$ cat config.mk
export PLATFORM = sky130hd
export DESIGN_NAME = branch_resolve_ctrl
export DESIGN_NICKNAME = d
export VERILOG_FILES = /design/src/rtl/rv_pipe_pkg.sv /design/src/rtl/branch_hazard_detect.sv /design/src/rtl/branch_resolve_ctrl.sv
export SDC_FILE = /design/constraint.sdc
export NUM_CORES = 1
export LEC_CHECK = 0
export ABC_AREA = 1
export ABC_CLOCK_PERIOD_IN_PS = 3700
export CORE_ASPECT_RATIO = 1.4
export CORE_MARGIN = 4
export CORE_UTILIZATION = 30
export CTS_CLUSTER_DIAMETER = 150
export DETAILED_ROUTE_END_ITERATION = 8
export PLACE_DENSITY_LB_ADDON = 0.2
export SKIP_CTS_REPAIR_TIMING = 1
export SYNTH_ARGS = -nofsm -noshare
export SYNTH_HDL_FRONTEND = slang
export SYNTH_SLANG_ARGS = --single-unit
$ cat constraint.sdc
create_clock -name clk -period 3.7 [get_ports clk]
set_clock_uncertainty 0.05 [all_clocks]
set_input_delay 0.555 -clock clk [delete_from_list [all_inputs] [get_ports clk]]
set_output_delay 0.555 -clock clk [all_outputs]
set_load 0.02 [all_outputs]
$ cat src/rtl/rv_pipe_pkg.sv
// Shared pipeline definitions for the ID-stage branch resolve logic:
// FSM encoding, register index width, branch funct3 codes and stall-length helpers.
package rv_pipe_pkg;

    localparam int REG_W  = 5;
    localparam int NEED_W = 2;

    localparam logic [2:0] F3_BEQ  = 3'b000;
    localparam logic [2:0] F3_BNE  = 3'b001;
    localparam logic [2:0] F3_BLT  = 3'b100;
    localparam logic [2:0] F3_BGE  = 3'b101;
    localparam logic [2:0] F3_BLTU = 3'b110;
    localparam logic [2:0] F3_BGEU = 3'b111;

    typedef enum logic [1:0] {
        ST_IDLE  = 2'd0,
        ST_STALL = 2'd1,
        ST_GO    = 2'd2
    } brc_state_e;

    function automatic logic [NEED_W-1:0] max_need(input logic [NEED_W-1:0] a,
                                                   input logic [NEED_W-1:0] b);
        return (a > b) ? a : b;
    endfunction

endpackage

$ cat src/rtl/branch_hazard_detect.sv
// Combinational stall-length computation for a branch/jalr in ID against
// EX and MEM producers. Returns 0 when no hazard exists.
module branch_hazard_detect
    import rv_pipe_pkg::*;
(
    input  logic               id_valid_i,
    input  logic               id_branch_i,
    input  logic               id_jal_i,
    input  logic               id_jalr_i,
    input  logic [REG_W-1:0]   id_rs1_i,
    input  logic [REG_W-1:0]   id_rs2_i,
    input  logic               ex_regwrite_i,
    input  logic               ex_memread_i,
    input  logic [REG_W-1:0]   ex_rd_i,
    input  logic               mem_memread_i,
    input  logic [REG_W-1:0]   mem_rd_i,
    output logic [NEED_W-1:0]  need_o
);

    logic              is_jalr_s;
    logic              is_br_s;
    logic              use_rs1_s;
    logic              use_rs2_s;
    logic              ex_match_s;
    logic              mem_match_s;
    logic [NEED_W-1:0] l_ex_s;
    logic [NEED_W-1:0] l_mem_s;

    // jal outranks jalr which outranks branch when several flags are set
    assign is_jalr_s = id_jalr_i & ~id_jal_i;
    assign is_br_s   = id_branch_i & ~id_jal_i & ~id_jalr_i;
    assign use_rs1_s = id_valid_i & (is_jalr_s | is_br_s) & (id_rs1_i != 5'd0);
    assign use_rs2_s = id_valid_i & is_br_s & (id_rs2_i != 5'd0);

    assign ex_match_s  = (use_rs1_s & (ex_rd_i == id_rs1_i)) |
                         (use_rs2_s & (ex_rd_i == id_rs2_i));
    assign mem_match_s = (use_rs1_s & (mem_rd_i == id_rs1_i)) |
                         (use_rs2_s & (mem_rd_i == id_rs2_i));

    // Per-producer stall lengths and their maximum
    always_comb begin
        l_ex_s  = 2'd0;
        l_mem_s = 2'd0;
        if (ex_match_s && ex_memread_i) begin
            l_ex_s = 2'd2;
        end else if (ex_match_s && ex_regwrite_i) begin
            l_ex_s = 2'd1;
        end else begin
            l_ex_s = 2'd0;
        end
        if (mem_match_s && mem_memread_i) begin
            l_mem_s = 2'd1;
        end else begin
            l_mem_s = 2'd0;
        end
        need_o = max_need(l_ex_s, l_mem_s);
    end

endmodule

$ cat src/rtl/branch_resolve_ctrl.sv
// ID-stage branch/jal/jalr resolution: target generation, PC redirect and
// IF/ID flush, counted hazard stall FSM and a redirect statistics counter.
module branch_resolve_ctrl
    import rv_pipe_pkg::*;
#(
    parameter int XLEN  = 32,
    parameter int CNT_W = 32
) (
    input  logic             clk,
    input  logic             reset,
    input  logic             ID_valid,
    input  logic             ID_branch,
    input  logic             ID_jal,
    input  logic             ID_jalr,
    input  logic [4:0]       ID_rs1,
    input  logic [4:0]       ID_rs2,
    input  logic [XLEN-1:0]  ID_pc,
    input  logic [XLEN-1:0]  ID_imm,
    input  logic [XLEN-1:0]  ID_readdata1,
    input  logic             CompareResult,
    input  logic             EX_regwrite,
    input  logic             EX_memread,
    input  logic [4:0]       EX_rd,
    input  logic             MEM_memread,
    input  logic [4:0]       MEM_rd,
    output logic             PCSrc,
    output logic [XLEN-1:0]  branch_target,
    output logic             IF_ID_flush,
    output logic             PC_write,
    output logic             IF_ID_write,
    output logic             ID_EX_bubble,
    output logic [CNT_W-1:0] redirect_count
);

    brc_state_e        state_q, state_d;
    logic [NEED_W-1:0] cnt_q, cnt_d;
    logic [CNT_W-1:0]  redirect_count_q;
    logic [NEED_W-1:0] need_s;
    logic              taken_s;
    logic              is_jalr_s;
    logic [XLEN-1:0]   pc_sum_s;
    logic [XLEN-1:0]   jalr_sum_s;

    branch_hazard_detect u_hazard (
        .id_valid_i    (ID_valid),
        .id_branch_i   (ID_branch),
        .id_jal_i      (ID_jal),
        .id_jalr_i     (ID_jalr),
        .id_rs1_i      (ID_rs1),
        .id_rs2_i      (ID_rs2),
        .ex_regwrite_i (EX_regwrite),
        .ex_memread_i  (EX_memread),
        .ex_rd_i       (EX_rd),
        .mem_memread_i (MEM_memread),
        .mem_rd_i      (MEM_rd),
        .need_o        (need_s)
    );

    assign taken_s    = ID_valid & (ID_jal | ID_jalr | (ID_branch & CompareResult));
    assign is_jalr_s  = ID_jalr & ~ID_jal;
    assign pc_sum_s   = ID_pc + ID_imm;
    assign jalr_sum_s = ID_readdata1 + ID_imm;

    assign branch_target  = is_jalr_s ? {jalr_sum_s[XLEN-1:1], 1'b0} : pc_sum_s;
    assign redirect_count = redirect_count_q;

    // Stall FSM next state and pipeline control; reset forces the run-state outputs
    always_comb begin
        state_d      = state_q;
        cnt_d        = cnt_q;
        PCSrc        = 1'b0;
        IF_ID_flush  = 1'b0;
        PC_write     = 1'b1;
        IF_ID_write  = 1'b1;
        ID_EX_bubble = 1'b0;
        if (reset) begin
            state_d = ST_IDLE;
            cnt_d   = 2'd0;
        end else begin
            case (state_q)
                ST_IDLE: begin
                    if (need_s != 2'd0) begin
                        PC_write     = 1'b0;
                        IF_ID_write  = 1'b0;
                        ID_EX_bubble = 1'b1;
                        cnt_d        = need_s - 2'd1;
                        state_d      = (need_s > 2'd1) ? ST_STALL : ST_GO;
                    end else begin
                        PCSrc       = taken_s;
                        IF_ID_flush = taken_s;
                        state_d     = ST_IDLE;
                    end
                end
                ST_STALL: begin
                    // Hazards are not re-sampled here so a load moving EX->MEM is counted once
                    PC_write     = 1'b0;
                    IF_ID_write  = 1'b0;
                    ID_EX_bubble = 1'b1;
                    cnt_d        = cnt_q - 2'd1;
                    if (cnt_q <= 2'd1) begin
                        state_d = ST_GO;
                    end else begin
                        state_d = ST_STALL;
                    end
                end
                ST_GO: begin
                    PCSrc       = taken_s;
                    IF_ID_flush = taken_s;
                    state_d     = ST_IDLE;
                end
                default: begin
                    state_d = ST_IDLE;
                    cnt_d   = 2'd0;
                end
            endcase
        end
    end

    // FSM state and stall counter registers
    always_ff @(posedge clk) begin
        if (reset) begin
            state_q <= ST_IDLE;
            cnt_q   <= 2'd0;
        end else begin
            state_q <= state_d;
            cnt_q   <= cnt_d;
        end
    end

    // Redirect statistics counter, wraps naturally at all-ones
    always_ff @(posedge clk) begin
        if (reset) begin
            redirect_count_q <= {CNT_W{1'b0}};
        end else if (PCSrc) begin
            redirect_count_q <= redirect_count_q + {{(CNT_W-1){1'b0}}, 1'b1};
        end else begin
            redirect_count_q <= redirect_count_q;
        end
    end

endmodule

Word-level counts from Yosys, hierarchy flattened
Index checks and enable logic that the tools add are counted.
{"block": "classes", "addsub": 5, "n_lt_le_gt_ge": 3, "eq_ne": 7, "mux": 20, "n_bitwise": 21, "n_reduce_logical": 8}
{"operator": "$add 32x32->32", "n": 2}
{"operator": "$add 32x1->32 const B", "n": 1}
{"operator": "$mux 32", "n": 1}
{"operator": "$eq 5x5->1", "n": 4}
{"operator": "$and 1x1->1", "n": 13}
{"operator": "$mux 2", "n": 6}
{"operator": "$reduce_bool 5->1", "n": 2}
{"operator": "$mux 1", "n": 8}
{"operator": "$pmux 1 s2", "n": 3}
{"operator": "$pmux 2 s3", "n": 1}
{"operator": "$or 1x1->1", "n": 5}
{"operator": "$pmux 2 s2", "n": 1}
{"operator": "$sub 2x1->2 const B", "n": 2}
{"operator": "$logic_and 1x1->1", "n": 3}
{"operator": "$not 1->1", "n": 3}
{"operator": "$eq 2x1->1 const B", "n": 1}
{"operator": "$eq 2x2->1 const B", "n": 1}
{"operator": "$gt 2x1->1", "n": 1}
{"operator": "$gt 2x1->1 const B", "n": 1}
{"operator": "$le 2x1->1 const B", "n": 1}
{"operator": "$logic_not 2->1", "n": 1}
{"operator": "$ne 2x2->1 const B", "n": 1}
{"operator": "$reduce_and 2->1", "n": 1}
{"operator": "$reduce_bool 2->1", "n": 1}
{"block": "word_totals", "ff_bits": 36, "in_bits": 126}

Longest topological paths before layout
Gate-level depths: netlist (run 1).
{"block": "depth", "word_depth": 17, "depth_mapped": 25, "ltp_nobuf": 25}

Cells and area by module
Synthesis (run 1) repeated with hierarchy kept, for this count alone.
{"block": "hier_totals", "hier_cells": 1533, "area_unflattened_um2": 7748.7}
{"module": "branch_resolve_ctrl", "n_inst": 1, "cells_each": 1436, "area_each_um2": 7265.7}
{"module": "branch_hazard_detect", "n_inst": 1, "cells_each": 97, "area_each_um2": 483.0}

Least setup slack after synthesis (run 1)
No wires, ideal clock.
{"block": "synth_path", "path_type": "input -> output", "start": "input ID_jalr", "end": "output PC_write", "arrival_ns": 2.894, "required_time_ns": 3.095, "path_slack_ns": 0.201, "cell_stages": 19, "path_cell_list": "inv_1 -> nand2_1 -> nor2_1 -> nand2_1 -> nor2_1 -> nand2_1 -> nand2_1 -> nand3_1 -> ha_1 -> nor2_1 -> inv_1 -> nand3_1 -> nand2_1 -> ha_1 -> inv_1 -> nand2_1 -> a21oi_1 -> inv_1 -> buf_4"}
{"block": "synth_between", "elab_chain_cells": 16}
{"item": "start, declared", "line": "branch_resolve_ctrl.sv:14", "source": "input logic ID_jalr,"}
{"item": "$not 1->1", "line": "branch_hazard_detect.sv:31", "source": "assign is_br_s = id_branch_i & ~id_jal_i & ~id_jalr_i;"}
{"item": "$and 1x1->1", "line": "branch_hazard_detect.sv:31"}
{"item": "$or 1x1->1", "line": "branch_hazard_detect.sv:32", "source": "assign use_rs1_s = id_valid_i & (is_jalr_s | is_br_s) & (id_rs1_i != 5'd0);"}
{"item": "$and 1x1->1 (2 in series)", "line": "branch_hazard_detect.sv:32"}
{"item": "$and 1x1->1", "line": "branch_hazard_detect.sv:35", "source": "assign ex_match_s = (use_rs1_s & (ex_rd_i == id_rs1_i)) |"}
{"item": "$or 1x1->1", "line": "branch_hazard_detect.sv:35"}
{"item": "$logic_and 1x1->1", "line": "branch_hazard_detect.sv:46", "source": "end else if (ex_match_s && ex_regwrite_i) begin"}
{"item": "$mux 1", "line": "branch_hazard_detect.sv:46"}
{"item": "$mux 2", "line": "branch_hazard_detect.sv:44", "source": "if (ex_match_s && ex_memread_i) begin"}
{"item": "$gt 2x1->1", "line": "rv_pipe_pkg.sv:23", "source": "return (a > b) ? a : b;"}
{"item": "$mux 2 (*)", "line": "rv_pipe_pkg.sv:23"}
{"item": "$reduce_bool 2->1 (*)", "line": "branch_resolve_ctrl.sv:82", "source": "if (need_s != 2'd0) begin"}
{"item": "$mux 1 (*)"}
{"item": "$pmux 1 s2 (*)"}
{"item": "$mux 1 (*)"}
{"item": "end, declared", "line": "branch_resolve_ctrl.sv:29", "source": "output logic PC_write,"}
Mark *: on every way between the ends. The rest lies on a longest branch, timed or not.

Worst setup path in the final report (run 1)
{"block": "layout_path", "start": "input ID_imm[0]", "end": "output branch_target[14]"}
{"block": "layout_between", "elab_chain_cells": 2}
{"item": "start, declared", "line": "branch_resolve_ctrl.sv:18", "source": "input logic [XLEN-1:0] ID_imm,"}
{"item": "$add 32x32->32, on equally long branches", "line": "branch_resolve_ctrl.sv:61, branch_resolve_ctrl.sv:62"}
{"item": "$mux 32 (*)", "line": "branch_resolve_ctrl.sv:64", "source": "assign branch_target = is_jalr_s ? {jalr_sum_s[XLEN-1:1], 1'b0} : pc_sum_s;"}
{"item": "end, declared", "line": "branch_resolve_ctrl.sv:27", "source": "output logic [XLEN-1:0] branch_target,"}
Marked as above.

==> flow_summary.ini, run 1 <==
[drt]
drt-total-wl_um = 28700
drcViolationCount = 0
detail_route.iter0.violations = 413
dr.pass1.iters = 6
wire_per_inst_um = 15.6
avgViaCountPerCell = 4.90
antenna_left = 0
via_count = 9002

[synthesis]
synth_top_area_cell = nand2_1
syn_nets = 1396
netlist.area_leader.share_pct = 20.5
synth_edf_count = 0
ys_ff_latch = 36
async_flop_share_pct = 0
syn_area_um2 = 6730
synthTopCellsByArea = nand2_1, ha_1, dfxtp_1
synth_cell_types = 46
syn_avg_cell_area_um2 = 5.60
syn_inst = 1202
yosysSeqAreaShare_pct = 10.7
synthFlopType = dfxtp_1
ys_warn_count = 0

[global_route]
grt_max_degree = 26
antenna_found_initial = 0
grt_pass1_vias = 8824
grt_pass1_wl_um = 43700
grt_use_total_pct = 22.1
grt_overflow_total = 0

[floorplan]
pin_count = 195
fp.coreArea_um2 = 21900
die_w_um = 135
fp-row-count = 64
initial_core_util_pct = 30.7
fp.dieH_um = 185
dieArea_um2 = 24900

[run_status]
status = finished, final reports clean

[pwr]
leakage_nw = 5.08
ir_worst_vdd_mv = 0.161
p_total_w = 0.00223
pwr_density_cell_nw_per_um2 = 212

[placement]
dp.cells = 1828
place.gp.congestion = 0.955
place.port_buffers = 194
dpl.hpwl_um = 25100

[worst_setup_path]
path_cells = clkdlybuf4s50_1 -> ha_1 -> inv_1 -> fa_1 -> o21ai_4 -> nand2_2 -> nand2_2 -> nand3_1 -> nand2_1 -> a21oi_1 -> o21ai_0 -> nand2_1 -> dlymetal6s2s_1
cp-startpoint = ID_imm[0]
rr_endpoint = redirect_count[24]$_SDFFE_PP0P_
cp.required_ns = 3.09
endpoint = branch_target[14]
start_kind = input port
critPathSlowestCell = clkdlybuf4s50_1
crit_type = input port to output port
end_kind = output port
reg2reg_depth = 8
max_stage_delay_ns = 0.48
r2r_start = redirect_count[0]$_SDFFE_PP0P_
worstPathArrival_ns = 3.00
r2r_slack_ns = 1.91
crit_fanout = 4

[cts]
cts.clk_slew.worst_paths_ns = 0.05
cts-root-buf = clkbuf_16
clk_latency_ns = 0.28
numCtsBuffers = 5
h-tree-depth = 2
cts.sinks = 36
clockBufferDepth = 2
cts_tree = done

[cells_and_area]
nFillCells = 2355
syn_to_final_growth_pct = 56.3
final_cells = 1838
drive_gt1_share_pct = 15.4
layout.nets = 1735
diodes = 0

[sta]
post-route-period-util_pct = 97.4
worstMarginPinSlew_ns = 0.468
setup_viol = 0
timing.final.crit_period_ns = 3.60
max-slew-margin-rel_pct = 68.8
timing.hold.ws_ns = 0.459
fmax_ghz = 0.277
hold_violations = 0
tns_ns = 0
maxSlewViolCount = 0

[flow_run]
max_cap_viol_count = 0

[hold_path]
min_path_type = flop to flop
worst_hold_path.num_cells = 2
## cells in the final DEF, fill, tap and decap left out, drive strengths merged, types with 5 or more instances in the layout
master | Yosys | layout
o21a | 10 | 10
clkdlybuf4s50 | 0 | 136
ha | 66 | 66
nor3 | 35 | 35
xor2 | 21 | 21
or2 | 9 | 9
a21oi | 131 | 131
o21ai | 79 | 79
xnor2 | 18 | 18
nand3b | 13 | 13
buf | 8 | 156
nor2 | 140 | 140
nand2 | 373 | 373
dfxtp | 36 | 36
nand4 | 19 | 19
dlymetal6s2s | 0 | 50
inv | 119 | 118
o21bai | 5 | 5
nand3 | 90 | 90
clkbuf | 8 | 13
nor4 | 5 | 5
## report_power, final
group          leakage (nW)  switching [W]  internal [W]
logic                  4.71       0.000758      0.000641
registers             0.290     0.00000281      0.000391
clock network        0.0760       0.000155      0.000282
total                  5.08       0.000915       0.00131
## through the flow
step                      utilization [%]  worst slack (ns)  instance area [um2]
after global routing                 48.0          -0.00448                10500
after CTS                            46.9            -0.591                10300
after floorplan                         -             0.201                 6730
final                                48.0            0.0962                10500
after global placement               46.2            -0.499                10100
after detailed placement             46.2            -0.568                10100
## synth_stat cells, types with 2 or more instances
cell / number
a21boi_0: 2
a21oi_1: 128
a21oi_2: 3
a31oi_1: 2
and2_1: 2
buf_2: 6
buf_4: 2
clkbuf_1: 8
dfxtp_1: 36
fa_1: 2
ha_1: 66
inv_1: 113
inv_2: 6
nand2_1: 368
nand2_2: 5
nand3_1: 89
nand3b_1: 13
nand4_1: 17
nor2_1: 137
nor2_4: 2
nor3_1: 27
nor3_2: 7
nor3b_1: 2
nor4_2: 4
o21a_1: 10
o21ai_0: 67
o21ai_1: 7
o21ai_2: 5
o21bai_1: 5
or2_1: 2
or2_2: 7
xnor2_1: 18
xor2_1: 21
## layer usage
layer | GRT usage [%] | up-vias | wire length (um) | share of wire, %
li1 | - | 4688 | - | -
met4 | 9.45 | 0 | 1270 | 4.4
met3 | 2.09 | 48 | 1240 | 4.3
met5 | 0 | - | 0 | 0
met2 | 42.1 | 254 | 14500 | 51
met1 | 24.6 | 4012 | 11600 | 41
## how the worst min path moves through the flow
stage / from / to / slack (ns)
3_3_place_gp: redirect_count[31]$_SDFFE_PP0P_ / redirect_count[31]$_SDFFE_PP0P_ / 0.45
3_5_place_dp: redirect_count[28]$_SDFFE_PP0P_ / redirect_count[28]$_SDFFE_PP0P_ / 0.45
2_1_floorplan: cnt_q[1]$_SDFFE_PP0P_ / cnt_q[1]$_SDFFE_PP0P_ / 0.43
4_1_cts: redirect_count[28]$_SDFFE_PP0P_ / redirect_count[28]$_SDFFE_PP0P_ / 0.46
6_report: redirect_count[28]$_SDFFE_PP0P_ / redirect_count[28]$_SDFFE_PP0P_ / 0.46
5_1_grt: redirect_count[28]$_SDFFE_PP0P_ / redirect_count[28]$_SDFFE_PP0P_ / 0.50
## kinds of logic (layout without fill, tap and decap cells)
logic type	after synthesis	after routing	share of synthesized area (%)
buffers and inverters	136	475	7.80
muxes	2	2	0.316
and+or+nand+nor	690	690	44.9
DFF	36	36	10.7
AOI/OAI and AO/OA	231	231	18.4
xor gates and xnor gates	39	39	5.07
adders and majority gates	68	68	12.9
## area by class of cell
type	count	area (um2)	share of cell area (%)
Clock buffer	7	153	1.45
Inverter	120	455	4.33
Multi-Input combinational cell	1030	5610	53.3
Sequential cell	36	721	6.85
Tap cell	297	372	3.53
Timing Repair Buffer	348	3220	30.6
## sequential cells by signal, summed over array words and instances, names as in the netlist
name	flops
cnt_q	2
redirect_count	32
state_q	2
## worst max-delay path: cells and delay by family
family	cells	cell delay, ns
buf+inv	3	0.80
fa+ha+maj	2	0.64
simple gates	5	0.54
compound gates	3	0.46
(Power assumes the default switching activity.)
==> run 2, diff against run 1 <==
--- a/config.mk
+++ b/config.mk
@@ -6,7 +6,8 @@
 export NUM_CORES = 1
 export LEC_CHECK = 0
 export ABC_AREA = 1
-export ABC_CLOCK_PERIOD_IN_PS = 3700
+export ABC_CLOCK_PERIOD_IN_PS = 4000
+export CAP_MARGIN = 20
 export CORE_ASPECT_RATIO = 1.4
 export CORE_MARGIN = 4
 export CORE_UTILIZATION = 30
==> constraint.sdc (replaced) <==
create_clock -name clk -period 4 [get_ports clk]
set_clock_uncertainty 0.05 [all_clocks]
set_input_delay 0.6 -clock clk [delete_from_list [all_inputs] [get_ports clk]]
set_output_delay 0.6 -clock clk [all_outputs]
set_load 0.02 [all_outputs]
==> flow_summary.ini, run 2 (synthesis results as in run 1) <==
[run_status]
status = finished, final reports clean

[floorplan]
fp.dieH_um = 185
dieArea_um2 = 24900
fp-row-count = 64
pin_count = 195
die_w_um = 135
initial_core_util_pct = 30.7
fp.coreArea_um2 = 21900

[sta]
setup_viol = 0
max-slew-margin-rel_pct = 69.9
timing.final.crit_period_ns = 3.86
setup_slack_ns = 0.138
maxSlewViolCount = 0
tns_ns = 0
fmax_ghz = 0.259
worstMarginPinSlew_ns = 0.451
rsz0062_at_grt = no
post-route-period-util_pct = 96.5
hold_violations = 0
timing.hold.ws_ns = 0.467

[worst_setup_path]
path_cells = clkdlybuf4s50_1 -> ha_1 -> nand2_1 -> nor2_1 -> buf_4 -> a21oi_1 -> nand2_1 -> buf_4 -> a21oi_1 -> o21ai_0 -> nand2_1 -> clkdlybuf4s50_1
r2r_slack_ns = 2.16
crit_top_cell = nand2_1
cp.required_ns = 3.35
start_kind = input port
critPathSlowestCell = clkdlybuf4s50_1
crit_fanout = 4
crit_type = input port to output port
end_kind = output port
max_stage_delay_ns = 0.61
rr_endpoint = redirect_count[12]$_SDFFE_PP0P_
r2r_start = redirect_count[1]$_SDFFE_PP0P_
reg2reg_depth = 9
worstPathArrival_ns = 3.21

[drt]
detail_route.iter0.violations = 439
drt-total-wl_um = 29400
drcViolationCount = 0
avgViaCountPerCell = 4.98
dr.pass1.iters = 5
wire_per_inst_um = 16.4
via_count = 8931
antenna_left = 0

[cells_and_area]
largest_register_ffs = 32
drive_gt1_share_pct = 12.9
mostFrequentLayoutCell = nand2_1
post-route-util_pct = 46.5
final_cell_mix = nand2_1, clkdlybuf4s50_1, nor2_1
syn_to_final_growth_pct = 51.5
layout.nets = 1692
diodes = 0

[global_route]
grt_max_degree = 34
grt_overflow_total = 0
grt_pass1_vias = 8888
grt_use_total_pct = 22.7
antenna_found_initial = 0
grt_pass1_wl_um = 45100

[cts]
clk_latency_ns = 0.28
clockBufferDepth = 2
cts.clk_slew.worst_paths_ns = 0.05
h-tree-depth = 2
numCtsBuffers = 5
cts.sinks = 36
cts_tree = done
cts-root-buf = clkbuf_16

[placement]
dpl.hpwl_um = 25700
place.port_buffers = 194
place.gp.congestion = 0.944
preCtsSetupSlack_ns = -0.359

[pwr]
ir_worst_vdd_mv = 0.129
leakage_nw = 4.73
pwr_density_cell_nw_per_um2 = 200

[hold_path]
min_path_type = flop to flop
worst_hold_path.num_cells = 2
hp-start = cnt_q[1]$_SDFFE_PP0P_
min_to = cnt_q[1]$_SDFFE_PP0P_

[flow_run]
max_cap_viol_count = 0
-- run 2: where the power goes --
group	internal, W	switching (W)	leakage [nW]
logic	0.000573	0.000705	4.37
registers	0.000362	0.00000249	0.290
clock network	0.000261	0.000140	0.0760
-- run 2: worst max path at each step --
stage | start | end
after floorplan | ID_jalr | PC_write
after global placement | ID_rs1[4] | PCSrc
after detailed placement | ID_rs1[4] | IF_ID_flush
after CTS | ID_rs1[4] | PCSrc
after global routing | ID_jal | IF_ID_flush
final | ID_imm[5] | branch_target[9]
-- run 2: final cells by class --
| type | instances | area, um2 |
|---|---|---|
| flip-flops and latches | 36 | 721 |
| inverters | 120 | 455 |
| well taps | 297 | 372 |
| repair buffers | 305 | 2860 |
| multi-input cells | 1030 | 5640 |
| clock buffers | 7 | 153 |
| fillers | 2396 | 11700 |
-- run 2: stage by stage --
stage / cell area [um2] / total power, W / std cells
after floorplan: 6730 / 0.00101 / 1202
after global placement: 9810 / 0.00163 / 1787
after detailed placement: 9810 / 0.00163 / 1787
after CTS: 9960 / 0.00204 / 1794
after global routing: 10200 / 0.00219 / 1795
final: 10200 / 0.00204 / 1795
-- run 2: metal layers --
layer | up-vias | share of wire [%] | track usage [%]
met5 | - | 0 | 0
met4 | 0 | 5.3 | 10.3
met3 | 65 | 5.2 | 2.58
met2 | 296 | 50 | 43.7
met1 | 3960 | 39 | 24.6
li1 | 4610 | - | -
-- run 2: worst max-delay path: cells and delay by family --
kind / cells / cell delay [ns]
adder cells (fa/ha/maj): 1 / 0.40
AND/OR/NAND/NOR: 4 / 0.42
buffers and inverters: 4 / 1.42
AO/OA/AOI/OAI: 3 / 0.37
